[config.mk]
export PLATFORM = sky130hd
export DESIGN_NAME = uart_tx_sequencer
export DESIGN_NICKNAME = d
export VERILOG_FILES = /design/src/rtl/uart_tx_sequencer.sv
export SDC_FILE = /design/constraint.sdc
export NUM_CORES = 1
export LEC_CHECK = 0
export ABC_AREA = 1
export CAP_MARGIN = 20
export CORE_MARGIN = 2
export CORE_UTILIZATION = 55
export DETAILED_ROUTE_END_ITERATION = 12
export PLACE_DENSITY = 0.89
export SETUP_SLACK_MARGIN = 0.4
export SLEW_MARGIN = 20
export SYNTH_ARGS = -nofsm -noshare
export SYNTH_HDL_FRONTEND = slang
export SYNTH_SLANG_ARGS = --single-unit
[constraint.sdc]
create_clock -name clk -period 3.3 [get_ports clk]
set_clock_uncertainty 0.2 [all_clocks]
set_input_delay 0.66 -clock clk [delete_from_list [all_inputs] [get_ports clk]]
set_output_delay 0.66 -clock clk [all_outputs]
set_load 0.02 [all_outputs]
[src/rtl/uart_tx_sequencer.sv]
// uart_tx_sequencer
//   Frame-level controller for the UART transmit path. It accepts one data word
//   per frame from the host over a valid/ready handshake. It then shifts out a
//   start bit, the data bits LSB first, an optional parity bit and the stop bits
//   on a registered, idle-high serial line. The baud divider is owned here. It
//   counts only while a frame is in flight. Its divisor can be reprogrammed at
//   runtime, but a running frame always finishes with the divisor it started
//   with.
//
// Ports
//   clk         system clock, rising edge
//   rst_n       asynchronous active-low reset
//   tx_data     word to send, sampled on the accept cycle
//   tx_valid    tx_data is valid
//   tx_ready    idle, a word can be accepted this cycle
//   div_wr      one-cycle strobe to load div_val as the divisor
//   div_val     requested clocks per bit (0 and 1 clamp to 2)
//   div_cur     divisor currently in effect
//   tx          serial output, idle high
//   busy        frame in progress
//   frame_done  one-cycle pulse in the first idle cycle after a frame
module uart_tx_sequencer #(
   parameter int DATA_BITS  = 8,
   parameter int DIV_W      = 16,
   parameter int DIV_RESET  = 434,
   parameter int PARITY_EN  = 0,
   parameter int PARITY_ODD = 0,
   parameter int STOP_BITS  = 1
) (
   input  logic                 clk,
   input  logic                 rst_n,
   input  logic [DATA_BITS-1:0] tx_data,
   input  logic                 tx_valid,
   output logic                 tx_ready,
   input  logic                 div_wr,
   input  logic [DIV_W-1:0]     div_val,
   output logic [DIV_W-1:0]     div_cur,
   output logic                 tx,
   output logic                 busy,
   output logic                 frame_done
);

   typedef enum logic [2:0] {S_IDLE, S_START, S_DATA, S_PARITY, S_STOP} state_t;

   localparam logic [DIV_W-1:0] DIV_ONE   = DIV_W'(1);
   localparam logic [DIV_W-1:0] DIV_MIN   = DIV_W'(2);
   localparam logic [DIV_W-1:0] DIV_RST   = DIV_W'(DIV_RESET);
   localparam logic [3:0]       LAST_DATA = 4'(DATA_BITS - 1);
   localparam logic [3:0]       LAST_STOP = 4'(STOP_BITS - 1);

   state_t               state_q, state_d;
   logic [DIV_W-1:0]     baud_q, baud_d;
   logic [DIV_W-1:0]     div_q, div_d;
   logic [DIV_W-1:0]     pend_q, pend_d;
   logic                 pend_vld_q, pend_vld_d;
   logic [3:0]           bit_q, bit_d;
   logic [DATA_BITS-1:0] shreg_q, shreg_d;
   logic                 par_q, par_d;
   logic                 tx_q, tx_d;
   logic                 done_q, done_d;
   logic                 accept;
   logic                 bit_end;

   function automatic logic [DIV_W-1:0] clamp_div(input logic [DIV_W-1:0] v);
      return (v < DIV_MIN) ? DIV_MIN : v;
   endfunction

   function automatic logic parity_of(input logic [DATA_BITS-1:0] d);
      return (^d) ^ (PARITY_ODD != 0);
   endfunction

   assign accept  = tx_valid && (state_q == S_IDLE);
   assign bit_end = (baud_q == (div_q - DIV_ONE));

   always_comb begin
      state_d    = state_q;
      baud_d     = baud_q;
      bit_d      = bit_q;
      shreg_d    = shreg_q;
      par_d      = par_q;
      tx_d       = tx_q;
      done_d     = 1'b0;
      div_d      = div_q;
      pend_d     = pend_q;
      pend_vld_d = pend_vld_q;

      // The baud counter only runs while a frame is in flight.
      if (state_q != S_IDLE) begin
         baud_d = bit_end ? '0 : (baud_q + DIV_ONE);
      end

      case (state_q)
         S_IDLE: begin
            if (accept) begin
               state_d = S_START;
               baud_d  = '0;
               shreg_d = tx_data;
               par_d   = parity_of(tx_data);
               tx_d    = 1'b0;
            end
         end
         S_START: begin
            if (bit_end) begin
               state_d = S_DATA;
               bit_d   = '0;
               tx_d    = shreg_q[0];
            end
         end
         S_DATA: begin
            if (bit_end) begin
               if (bit_q == LAST_DATA) begin
                  bit_d = '0;
                  if (PARITY_EN != 0) begin
                     state_d = S_PARITY;
                     tx_d    = par_q;
                  end else begin
                     state_d = S_STOP;
                     tx_d    = 1'b1;
                  end
               end else begin
                  bit_d   = bit_q + 4'd1;
                  shreg_d = shreg_q >> 1;
                  tx_d    = shreg_q[1];
               end
            end
         end
         S_PARITY: begin
            if (bit_end) begin
               state_d = S_STOP;
               bit_d   = '0;
               tx_d    = 1'b1;
            end
         end
         S_STOP: begin
            if (bit_end) begin
               if (bit_q == LAST_STOP) begin
                  state_d = S_IDLE;
                  done_d  = 1'b1;
                  tx_d    = 1'b1;
               end else begin
                  bit_d = bit_q + 4'd1;
               end
            end
         end
         default: begin
            state_d = S_IDLE;
            tx_d    = 1'b1;
         end
      endcase

      // A divisor write lands immediately only when no frame is running or
      // starting. Otherwise it is parked, last write wins.
      if (div_wr) begin
         if ((state_q == S_IDLE) && !accept) begin
            div_d = clamp_div(div_val);
         end else begin
            pend_d     = clamp_div(div_val);
            pend_vld_d = 1'b1;
         end
      end

      // The parked value is committed on the edge that ends the frame. It is
      // therefore already in effect in the first idle cycle, so an accept in
      // that cycle starts the new frame with it.
      if ((state_q == S_STOP) && (state_d == S_IDLE)) begin
         if (div_wr) begin
            div_d = clamp_div(div_val);
         end else if (pend_vld_q) begin
            div_d = pend_q;
         end
         pend_vld_d = 1'b0;
      end
   end

   always_ff @(posedge clk or negedge rst_n) begin
      if (!rst_n) begin
         state_q    <= S_IDLE;
         baud_q     <= '0;
         bit_q      <= '0;
         tx_q       <= 1'b1;
         done_q     <= 1'b0;
         div_q      <= DIV_RST;
         pend_vld_q <= 1'b0;
      end else begin
         state_q    <= state_d;
         baud_q     <= baud_d;
         bit_q      <= bit_d;
         tx_q       <= tx_d;
         done_q     <= done_d;
         div_q      <= div_d;
         pend_vld_q <= pend_vld_d;
      end
   end

   // Payload registers are qualified by state / pend_vld and need no reset.
   always_ff @(posedge clk) begin
      shreg_q <= shreg_d;
      par_q   <= par_d;
      pend_q  <= pend_d;
   end

   assign tx         = tx_q;
   assign tx_ready   = (state_q == S_IDLE);
   assign busy       = (state_q != S_IDLE);
   assign frame_done = done_q;
   assign div_cur    = div_q;

endmodule

* Word level (Yosys, flattened, before mapping) *
Cells that the tools add are included.

storage, ports and cells
  bits in registers = 66
  input bits = 28
  output and inout port bits = 20
  logic and storage cells = 89

cells by class
  $add $sub $neg = 3
  $lt $le $gt $ge = 1
  equality and inequality tests = 16
  mux-type cells = 42
  bitwise logic cells = 1
  reduce and logical (&&, ||, !) cells = 17

operator list
  cell                                                                            number
  16-bit 2-to-1 mux                                                               10
  8-bit 2-to-1 mux                                                                3
  3-bit 2-to-1 mux                                                                7
  4-bit 2-to-1 mux                                                                5
  16-bit by 1-bit adder with 16-bit output (second input constant)                1
  16-bit == test                                                                  1
  16-bit by 2-bit less-than comparator with 1-bit output (second input constant)  1
  8-bit case mux with 2 select lines                                              1
  16-bit by 1-bit subtractor with 16-bit output (second input constant)           1
  3-bit case mux with 5 select lines                                              1
  2-bit inequality test (second input constant)                                   7
  1-bit 2-to-1 mux                                                                13
  4-bit case mux with 3 select lines                                              1
  3-bit by 2-bit == test with 1-bit output (second input constant)                2
  3-bit zero test                                                                 2
  2-bit by 1-bit inequality test with 1-bit output (second input constant)        3
  6-bit AND reduction                                                             1
  3-bit nonzero test                                                              2
  1-bit case mux with 5 select lines                                              1
  5-bit AND reduction                                                             1
  4-bit by 1-bit adder with 4-bit output (second input constant)                  1
  4-bit by 3-bit == test with 1-bit output (second input constant)                1
  4-bit zero test                                                                 1
  2-bit AND reduction                                                             2
  8 further kinds                                                                 11

* Logic depth before layout (Yosys ltp) *
  depth after elaboration = 9
  gate-level depth with buffers = 17
  depth with buffers taken out = 16

* Worst setup path after synthesis *
OpenSTA, ideal clock, no wires.

  path type = reg2reg
  from = register div_q[1], in the netlist div_cur[1]
  to = register shreg_q[0] (enable)
  library setup time = 388 ps
  arrival time = 2,489 ps
  data required time = 2,712 ps
  setup slack = 223 ps
  cell stages (with the launch flop) = 10
  path buffers = 1
  period minus slack after synthesis = 3,077 ps
  cell sequence = dfstp_2 inv_1 ha_1 xor2_1 and3_1 nand3_1 nor3_4 nand2_2 buf_6 a221oi_1

on the way
  cells in the longest elaborated chain, start to end = 4

RTL lines
  what                                           RTL line  source
  start: declaration                             53        logic [DIV_W-1:0] div_q, div_d;
  start signal: assignment                       190       div_q <= div_d;
  16-bit by 1-bit subtractor with 16-bit output  73        assign bit_end = (baud_q == (div_q - DIV_ONE));
  16-bit == test                                 73
  2-bit inequality test (no source line)         n/a
  4-bit AND reduction (no source line)           n/a
  end signal: assignment                         197       shreg_q <= shreg_d;
  end: declaration                               57        logic [DATA_BITS-1:0] shreg_q, shreg_d;

No other way between the ends.
A chain may end at the register's enable or synchronous reset.

* Worst setup path after layout *
  from = register state_q[1]
  to = output tx_ready

on the way
  cells in the longest elaborated chain, start to end = 1

RTL lines
  what                      RTL line  source
  start: declaration        51        state_t state_q, state_d;
  start signal: assignment  185       state_q <= state_d;
  3-bit zero test           203       assign tx_ready = (state_q == S_IDLE);
  end: declaration          34        output logic tx_ready,

No other way between the ends.

==> flow_summary.ini <==
[logic_synthesis]
synth-edff-count = 24
syn_inst = 578
synthesis.nets = 610
synth_seq_area_share_pct = 41.18
synth_compound_area_share_pct = 10.83
ys_warn_count = 0
synthMuxAreaShare_pct = 0.6950
synth-main-ff-cell = dfrtp_1
postSynthAreaPerCell_um2 = 7.475
synthArstFlopShare_pct = 63.64
synth_cell_type_count = 41
syn_area_um2 = 4320
synth_seq_cells = 66
synth_top_area_share_pct = 20.85
yosys.area_share.adder_pct = 1.158
synth-simple-area-share_pct = 33.13
yosys.area_share.xor_xnor_pct = 3.852
yosys.area.top_type = dfrtp_1
synthTopCellsByArea = dfrtp_1 (21%), edfxtp_1 (17%), nand2_1 (14%)
synth_top_family_by_area = simple AND/OR/NAND/NOR gates

[worst_setup_path]
worstSetupStartpointType = register
worst-setup-path-type = reg2out
cp_data_arrival_time_ns = 1.92
required_ns = 2.44
cp-end-kind = output pin
cp_max_fo = 9
timing.reg2reg.worst_path_depth = 13

[clock_tree]
cts_setup_buffers = 0
numCtsBuffers = 9
ctsResizeCount = 0
clk_pin_slew_ns = 0.08
cts_num_sinks = 66
clkLatencyLatePin_ns = 0.36
htree_levels = 3
cts_root_buf = clkbuf_8
clockBufferDepth = 2
cts_tree = built
cts_hold_buf = 0

[sta]
tightest_slew_ns = 0.9809
fmax_mhz = 360.3
slew-limit-headroom_pct = 34.61
finalSetupTns_ns = 0
setup_viol = 0
hold_violations = 0
maxSlewViolCount = 0
fin_crit_sh_pct = 84.11
timing.hold.ws_ns = 0.2446
fin_crit_ns = 2.776
rsz0062_at_grt = yes

[routing]
drc = 0
viasPerCell = 5.368
wl_per_cell_um = 14.27
ant_nets = 0
drtPass1Iterations = 5
num_vias = 3876
drtIter0Drc = 326
wirelength_mm = 10.30

[layout]
diodes = 0
multiInputGateArea_um2 = 2157
nets = 647
drive_gt1_share_pct = 13.55
area_growth_pct = 16.22
seqCellArea_um2 = 1779
n_fill_cell = 620

[global_routing]
antenna_found_initial = 0
grt_usage_pct = 25.65
first_global_vias = 3767
grt_overflow = 0
grt_max_degree = 43
grt_pass1_wl_mm = 17.09

[floorplanning]
fp.dieW_um = 92.63
ios = 48
core_area_um2 = 7687
start_util_pct = 56.20
dieArea_um2 = 8580
die_y_um = 92.63
fp-row-count = 32

[run]
max_cap_viol_count = 0

[placed_design]
port_buffers = 47
gpl.final_weighted_congestion = 0.8811
hpwlAfterDp_mm = 7.476

[min_path]
min_path_type = in2async

[pwr]
powerDensity_nw_per_um2 = 432.2
irDropWorstVdd_uv = 292.1
power.leakage_nw = 2.308

[run_status]
status = completed
[per-stage QoR]
stage	std cells	setup WS [ns]	utilization [%]	instance area (µm²)	total power, mW
global placement	706	0.5808	62.86	4832	1.519
CTS	722	0.5021	65.09	5004	2.171
global route	722	0.3764	65.32	5021	2.288
detailed placement	706	0.4498	62.86	4832	1.548
floorplan	578	0.4921	-	4327	1.394
finish	722	0.5244	65.32	5021	2.170
[worst max-delay path, cell delays in order, from the launching register on]
cell             delay [ns]
dfrtp_1                0.43
nor2_1                 0.27
nand2_4                0.15
inv_2                  0.11
clkdlybuf4s50_1        0.61
[power breakdown]
| group | leakage (nW) | internal, mW | switching, mW |
|---|---|---|---|
| Clock | 0.0762 | 0.277 | 0.345 |
| Sequential | 0.742 | 0.939 | 0.110 |
| Combinational | 1.49 | 0.203 | 0.296 |
| Total | 2.31 | 1.42 | 0.751 |
[registers in the layout, summed over array words and instances, names as in the netlist]
name,cells
baud_q,16
div_cur,16
pend_q,16
shreg_q,8
bit_q,4
state_q,3
frame_done,1
pend_vld_q,1
tx,1
[placed cells by master (no fill, tap or decap), drive strengths merged, types with 2 or more instances in the layout]
| cell | instances |
|---|---|
| a31oi | 2 |
| nor2 | 75 |
| nor3 | 8 |
| a21oi | 20 |
| dfrtp | 36 |
| o21ai | 54 |
| ha | 4 |
| dfstp | 6 |
| or2 | 3 |
| nand2 | 167 |
| mux2i | 3 |
| xor2 | 16 |
| clkbuf | 11 |
| nand4 | 7 |
| clkdlybuf4s50 | 46 |
| edfxtp | 24 |
| clkinvlp | 3 |
| inv | 70 |
| nor4 | 2 |
| xnor2 | 3 |
| nand3b | 6 |
| clkinv | 2 |
| buf | 7 |
| nand3 | 38 |
[metal layers]
metal  track usage (%)  vias to the layer above  part of all wire [%]
li1                  -                     1920                     -
met1             32.23                     1780                    41
met2             42.64                      148                    50
met3             5.045                       28                   6.2
met4             12.25                        0                   2.8
met5                 0                        -                     0
[cell type report]
cell class	count	area share, %
inverter	70	5.233
tap	102	2.542
multi-input combinational	415	42.96
clock buffer	11	2.616
clock inverter	5	0.7974
sequential	66	35.43
timing repair buffer	53	10.42
[cells by family (layout without fill, tap and decap cells)]
family                     after synthesis  in the layout
and+or+nand+nor                        308            308
buffers and inverters                   97            139
AOI/OAI and AO/OA                       81             81
DFF                                     66             66
xor gates and xnor gates                19             19
adders and majority gates                4              4
muxes                                    3              3
[path summary, 6_finish.rpt]
kind / start / slack, ns / to
worst max-delay path: state_q[1] / 0.52 / tx_ready
worst min-delay path: rst_n / 0.24 / div_cur[11]
worst max register to register: div_cur[0] / 0.56 / shreg_q[2]
worst min register to register: tx / 0.27 / tx
max in group asynchronous: rst_n / 2.03 / baud_q[3]
min in group clk: tx / 0.27 / tx
[cell usage after synthesis (2+ instances only)]
master      n
mux2i_1     3
nor4_1      2
clkinv_1    2
nand4_1     6
inv_2       5
nand2_1   158
nor3_1      5
a21oi_1    20
nand3_1    29
dfrtp_1    36
o21ai_1     8
nor2_2     13
o21ai_0    34
or2_0       2
xor2_1     16
nor2_1     60
ha_1        4
inv_1      63
nor3_4      3
buf_6       4
a31oi_1     2
clkbuf_1   22
dfstp_2     6
nand2_2     8
edfxtp_1   24
xnor2_1     3
o21ai_2    12
nand3b_1    6
nor2_4      2
nand3_2     9
Note: power is estimated with default switching activity, not from simulation.
